## config.mk

```make
export PLATFORM = sky130hd
export DESIGN_NAME = alien_depth_sorter
export DESIGN_NICKNAME = d
export VERILOG_FILES = /design/src/rtl/alien_depth_sorter_pkg.sv /design/src/rtl/alien_depth_sorter_cmp_swap.sv /design/src/rtl/alien_depth_sorter.sv
export SDC_FILE = /design/constraint.sdc
export NUM_CORES = 1
export LEC_CHECK = 0
export BUFFER_PORTS_ARGS = -buffer_cell sky130_fd_sc_hd__buf_2
export CORE_MARGIN = 1
export CORE_UTILIZATION = 52
export DETAILED_ROUTE_END_ITERATION = 7
export PLACE_DENSITY_LB_ADDON = 0.2
export SLEW_MARGIN = 20
export SYNTH_ARGS = -nofsm -noshare
export SYNTH_HDL_FRONTEND = slang
export SYNTH_SLANG_ARGS = --single-unit
```

## constraint.sdc

```tcl
create_clock -name clk -period 4.5 [get_ports clk]
set_input_delay 0.45 -clock clk [delete_from_list [all_inputs] [get_ports clk]]
set_output_delay 0.45 -clock clk [all_outputs]
set_load 0.02 [all_outputs]
```

## src/rtl/alien_depth_sorter_pkg.sv

```systemverilog
// Shared types for the alien depth sorter: object record, sort key, FSM states.
package alien_depth_sorter_pkg;

    localparam int OBJ_LIMIT = 8;

    // One on-screen alien as produced by the game logic.
    typedef struct packed {
        logic [3:0] _r;          // distance, 0 = nearest
        logic [1:0] _type;
        logic [1:0] _frame_num;
        logic [7:0] angle;
    } AlienData;

    // {dead, distance}: dead slots always rank behind any live one.
    typedef logic [4:0] sort_key_t;

    typedef enum logic [1:0] {
        S_IDLE,
        S_LOAD,
        S_SORT,
        S_PUBLISH
    } sorter_state_t;

    function automatic sort_key_t alien_sort_key(AlienData d, logic alive);
        return {~alive, d._r};
    endfunction

endpackage

```

## src/rtl/alien_depth_sorter_cmp_swap.sv

```systemverilog
// Single compare-exchange cell: the smaller key leaves on lo, the other on hi.
// Equal keys never swap, which keeps the overall sort stable.
module alien_cmp_swap
    import alien_depth_sorter_pkg::*;
#(
    parameter int IDX_W = 3
) (
    input  sort_key_t          a_key,
    input  AlienData           a_data,
    input  logic [IDX_W-1:0]   a_index,
    input  sort_key_t          b_key,
    input  AlienData           b_data,
    input  logic [IDX_W-1:0]   b_index,
    output AlienData           lo_data,
    output logic               lo_alive,
    output logic [IDX_W-1:0]   lo_index,
    output AlienData           hi_data,
    output logic               hi_alive,
    output logic [IDX_W-1:0]   hi_index
);

    logic swap;

    assign swap     = (a_key > b_key);

    assign lo_data  = swap ? b_data  : a_data;
    assign lo_alive = swap ? ~b_key[4] : ~a_key[4];
    assign lo_index = swap ? b_index : a_index;

    assign hi_data  = swap ? a_data  : b_data;
    assign hi_alive = swap ? ~a_key[4] : ~b_key[4];
    assign hi_index = swap ? a_index : b_index;

endmodule

```

## src/rtl/alien_depth_sorter.sv

```systemverilog
// Per-frame depth sorter: snapshots the alien list on frame_tick, runs N passes of
// odd-even transposition sort and publishes the nearest-first list for the next frame.
module alien_depth_sorter
    import alien_depth_sorter_pkg::*;
#(
    parameter int N     = OBJ_LIMIT,
    parameter int IDX_W = $clog2(N)
) (
    input  logic              clk,
    input  logic              rst,
    input  logic              frame_tick,
    input  AlienData          obj_data     [0:N-1],
    input  logic [N-1:0]      obj_alive,
    output AlienData          sorted_data  [0:N-1],
    output logic [N-1:0]      sorted_alive,
    output logic [IDX_W-1:0]  sorted_index [0:N-1],
    output logic              sorted_valid,
    output logic              busy,
    output logic              overrun
);

    localparam int HALF   = N / 2;
    localparam int PASS_W = $clog2(N + 1);

    typedef struct packed {
        AlienData         data;
        logic             alive;
        logic [IDX_W-1:0] index;
    } entry_t;

    sorter_state_t     state_reg;
    logic [PASS_W-1:0] pass_reg;
    entry_t            work_reg  [0:N-1];
    entry_t            net_next  [0:N-1];
    entry_t            cell_a    [0:HALF-1];
    entry_t            cell_b    [0:HALF-1];
    entry_t            cell_lo   [0:HALF-1];
    entry_t            cell_hi   [0:HALF-1];
    logic              odd_pass;

    AlienData          sorted_data_reg  [0:N-1];
    logic [N-1:0]      sorted_alive_reg;
    logic [IDX_W-1:0]  sorted_index_reg [0:N-1];
    logic              sorted_valid_reg;
    logic              busy_reg;

    assign odd_pass = pass_reg[0];

    genvar gi;

    // Compare-exchange cells; odd passes shift every pair up by one slot.
    generate
        for (gi = 0; gi < HALF; gi++) begin : g_cell
            sort_key_t        a_key, b_key;
            AlienData         lo_data, hi_data;
            logic             lo_alive, hi_alive;
            logic [IDX_W-1:0] lo_index, hi_index;

            if (2 * gi + 2 < N) begin : g_pair
                assign cell_a[gi] = odd_pass ? work_reg[2*gi+1] : work_reg[2*gi];
                assign cell_b[gi] = odd_pass ? work_reg[2*gi+2] : work_reg[2*gi+1];
            end else begin : g_last
                assign cell_a[gi] = work_reg[2*gi];
                assign cell_b[gi] = work_reg[2*gi+1];
            end

            assign a_key = alien_sort_key(cell_a[gi].data, cell_a[gi].alive);
            assign b_key = alien_sort_key(cell_b[gi].data, cell_b[gi].alive);

            alien_cmp_swap #(.IDX_W(IDX_W)) u_cmp (
                .a_key    (a_key),
                .a_data   (cell_a[gi].data),
                .a_index  (cell_a[gi].index),
                .b_key    (b_key),
                .b_data   (cell_b[gi].data),
                .b_index  (cell_b[gi].index),
                .lo_data  (lo_data),
                .lo_alive (lo_alive),
                .lo_index (lo_index),
                .hi_data  (hi_data),
                .hi_alive (hi_alive),
                .hi_index (hi_index)
            );

            assign cell_lo[gi] = '{data: lo_data, alive: lo_alive, index: lo_index};
            assign cell_hi[gi] = '{data: hi_data, alive: hi_alive, index: hi_index};
        end
    endgenerate

    // Route cell results back to slot positions; unpaired end slots pass through.
    generate
        for (gi = 0; gi < N; gi++) begin : g_pos
            entry_t even_e, odd_e;

            if (gi % 2 == 0) begin : g_even_slot
                if (gi + 1 < N) begin : g_lo
                    assign even_e = cell_lo[gi/2];
                end else begin : g_keep
                    assign even_e = work_reg[gi];
                end
                if (gi >= 2) begin : g_hi
                    assign odd_e = cell_hi[(gi-2)/2];
                end else begin : g_keep0
                    assign odd_e = work_reg[gi];
                end
            end else begin : g_odd_slot
                assign even_e = cell_hi[gi/2];
                if (gi + 1 < N) begin : g_lo
                    assign odd_e = cell_lo[(gi-1)/2];
                end else begin : g_keep
                    assign odd_e = work_reg[gi];
                end
            end

            assign net_next[gi]     = odd_pass ? odd_e : even_e;
            assign sorted_data[gi]  = sorted_data_reg[gi];
            assign sorted_index[gi] = sorted_index_reg[gi];
        end
    endgenerate

    assign sorted_alive = sorted_alive_reg;
    assign sorted_valid = sorted_valid_reg;
    assign busy         = busy_reg;
    // A tick is only accepted from IDLE; any other cycle it is dropped and flagged.
    assign overrun      = frame_tick & busy_reg;

    // Sequencer: snapshot, N sort passes, publish on the final pass.
    always_ff @(posedge clk) begin
        if (rst) begin
            state_reg        <= S_IDLE;
            pass_reg         <= '0;
            sorted_alive_reg <= '0;
            sorted_valid_reg <= 1'b0;
            busy_reg         <= 1'b0;
            for (int i = 0; i < N; i++) begin
                work_reg[i]         <= '0;
                sorted_data_reg[i]  <= '0;
                sorted_index_reg[i] <= IDX_W'(i);
            end
        end else begin
            sorted_valid_reg <= 1'b0;
            case (state_reg)
                S_IDLE: begin
                    if (frame_tick) begin
                        state_reg <= S_LOAD;
                        busy_reg  <= 1'b1;
                    end
                end
                S_LOAD: begin
                    for (int i = 0; i < N; i++) begin
                        work_reg[i].data  <= obj_data[i];
                        work_reg[i].alive <= obj_alive[i];
                        work_reg[i].index <= IDX_W'(i);
                    end
                    pass_reg  <= '0;
                    state_reg <= S_SORT;
                end
                S_SORT: begin
                    for (int i = 0; i < N; i++) begin
                        work_reg[i] <= net_next[i];
                    end
                    pass_reg <= pass_reg + 1'b1;
                    if (pass_reg == PASS_W'(N - 1)) begin
                        for (int i = 0; i < N; i++) begin
                            sorted_data_reg[i]  <= net_next[i].data;
                            sorted_alive_reg[i] <= net_next[i].alive;
                            sorted_index_reg[i] <= net_next[i].index;
                        end
                        sorted_valid_reg <= 1'b1;
                        state_reg        <= S_PUBLISH;
                    end
                end
                S_PUBLISH: begin
                    state_reg <= S_IDLE;
                    busy_reg  <= 1'b0;
                end
                default: begin
                    state_reg <= S_IDLE;
                    busy_reg  <= 1'b0;
                end
            endcase
        end
    end

endmodule

```

==> run metrics <==
number of flip-flops in the largest register=160; critical path fanouts, max=between 90 and 100; # port buffers=roughly 300; Row Count=67; Period Utilization, post-route=a little under 90%; Reg clk slew, reported paths=60 ps; antenna violations before repair=1; GRT Max-Usage Layer=met2; Pre-antenna DRT Iters=6; yosys warns=0; fill count=around 2,800; Power Dens Cells=836 nW/um^2; worst vdd ir=about 0.00093 V; clk_skew=between 15 and 20 ps; Post-route DRC=0; Num Clock Sinks=328; kind of critical path=register to register; met1 Usage GRT=37.3%; CTS tree=built; r2r setup slk=550 ps; Most used DFF post-synth=edfxtp_1; Num CTS Buffers=38; R2R depth=11; layout cells sized above 1=a little under a quarter; wire per inst=around 22 um; sequential area share after synthesis=a little over half; Final Max Slew Viols=0; synthesized flop and latch total=328; ranking of synthesized cells by area=edfxtp_1 52%, mux2i_1 12%, nand2_1 4.0%, o21ai_0 3.7%, nor2_1 3.4%; vias in the first global route=~14,000; Synth area leader=edfxtp_1; max_cap viols=0; Clock Latency Late Sink=around 530 ps; Crit. End Element=register; vias after detailed routing=around 14,000; Worst Max-Slew Pin Slew=between 1000 and 1500 ps; Worst Setup SP=pass_reg[0]; Die Height=about 190 um; top cells by count, synth=309 x edfxtp_1, 218 x mux2i_1, 191 x nand2_1; WHS Endpoint=work_reg[0][3]; CTS hold repair buffers=0; final hold slack=between 200 and 250 ps; Post-Syn Instances=approximately 1,600; worst hold stages=3; DRT iter0 DRCs=around 1,300; Non-Filler Instances=~2,400; grt ovf=0; EDFF count, synth=roughly 310; Worst setup SP type=register; multi-input logic area=~7600 sq um; Netlist Area Pre-Place=between 15,000 and 20,000 sq um; storage element area=9660 sq um; Post-Syn Nets=about 1,800; leakage power=between 8 and 9 nW; RSZ-0062 raised after global routing=false; Area growth, synth to finish=16.4%; Resized Gates After CTS=0; Overall Global Routing Usage=between 20% and 30%; Synth top area share=between 50% and 60%; first-pass GRT wire length=between 70 and 80 mm; setup total negative slack=0 ps; diodes inserted=0; Detailed Route WL=slightly above 50 mm; Syn Area/Cell=11.0 sq um; # H-tree levels=2; die area=between 30,000 and 40,000 sq um; CP Data Required Time=about 4800 ps; outcome=complete, no violations; Final #Nets=approximately 2,100; ANT nets after route=0; Hold Violations, Final=0; Cells after DPL=roughly 2,300; top-count cell post-synth=edfxtp_1; routability congestion estimate=around 0.89; Core ar.=33,800 sq um; chip width=188 um; Arr. time, crit path=roughly 4200 ps; FMAX=between 200 and 300 MHz; largest net degree at the start of global routing=95; via density per instance=around 6.1; Boundary Pins=302; Initial Utilization=53.3%; fraction of registers with async set/reset=0%; Unique masters post-synth=66; worst r2r src=pass_reg[0]; Worst Hold Launch=obj_alive[0]; Max-slew headroom=26.8%; crit path time final=a little under 4000 ps; Worst Hold Class=primary input to register; routing usage on met3=4.92%; Post-CTS Setup Bufs=0; Max Root-Sink Buffers=3; grt met2 use=48.8%; clk root buf=clkbuf_16; Setup Viol. Count Final=0; hpwl dp=around 36 mm; final core occ=a little over 60%; reg-to-reg endpoint=work_reg[0][115]
## how the worst max path moves through the flow
stage                            end  slack (ps)
6_report            work_reg[0][115]         550
5_1_grt              work_reg[0][78]         300
4_1_cts              work_reg[0][78]         610
3_5_place_dp         work_reg[0][77]         620
3_3_place_gp         work_reg[0][78]         730
2_1_floorplan  sorted_data_reg[0][0]         150
## final cells by class
| cell class | instances | area share (%) |
|---|---|---|
| Sequential cell | 328 | 46.1 |
| Multi-Input combinational cell | 1141 | 36.3 |
| Timing Repair Buffer | 336 | 8.63 |
| Clock buffer | 44 | 4.80 |
| Tap cell | 448 | 2.68 |
| Inverter | 41 | 0.759 |
| Clock inverter | 24 | 0.669 |
## routing by layer
layer  routed length [um]  up-vias
met5                   11        -
met4                 1310        2
met3                 4070       87
met2                25600      655
met1                20800     6992
li1                     -     6660
## power breakdown
part | total [mW] | switching [mW] | internal (mW)
Sequential | 5.16 | 0.689 | 4.47
Combinational | 9.44 | 5.96 | 3.48
Clock | 2.89 | 1.24 | 1.65
## placed cells by master (no fill, tap or decap), types with 14 or more instances in the layout
| cell type | Yosys | routed |
|---|---|---|
| a21o_1 | 18 | 18 |
| mux2i_1 | 218 | 218 |
| nor2_1 | 163 | 161 |
| inv_1 | 39 | 38 |
| dfxtp_1 | 19 | 18 |
| o22ai_1 | 43 | 43 |
| o211ai_1 | 14 | 14 |
| o221ai_1 | 25 | 25 |
| clkbuf_16 | 0 | 39 |
| nor3_1 | 16 | 16 |
| a211oi_1 | 33 | 33 |
| nand2b_1 | 15 | 15 |
| nand2_1 | 191 | 188 |
| o21ai_0 | 132 | 132 |
| ha_1 | 25 | 24 |
| buf_2 | 40 | 301 |
| a21oi_1 | 53 | 53 |
| a22oi_1 | 36 | 36 |
| edfxtp_1 | 309 | 309 |
| buf_4 | 15 | 32 |
| clkinv_1 | 1 | 15 |
| a311oi_1 | 16 | 16 |
| mux2_2 | 28 | 28 |
## cells by family (layout without fill, tap and decap cells)
logic type	count (synthesis)	in the layout	synth area share, %
compound gates	428	428	16.0
fa+ha+maj	25	25	1.74
buf+inv	163	445	4.28
flops	328	328	53.7
mux	246	246	13.9
simple gates	442	442	10.4
## critical path, cell delays in order, from the launching register on
cell and delay [ps]:
dfxtp_4 650, buf_4 520, nand2_1 130, a21boi_1 180, ha_1 340, and3_1 240
o21ai_2 130, a32oi_4 210, buf_12 450, mux2i_1 440, o22ai_1 150, a21o_1 170
## through the flow
stage	total power [mW]	setup WS, ps	instance area (sq um)
2_1_floorplan	12.4	148	18000
3_3_place_gp	14.4	729	19800
3_5_place_dp	14.5	617	19800
4_1_cts	17.4	605	20900
5_1_grt	18.5	304	20900
6_report	17.5	546	20900
(Power assumes the default switching activity.)
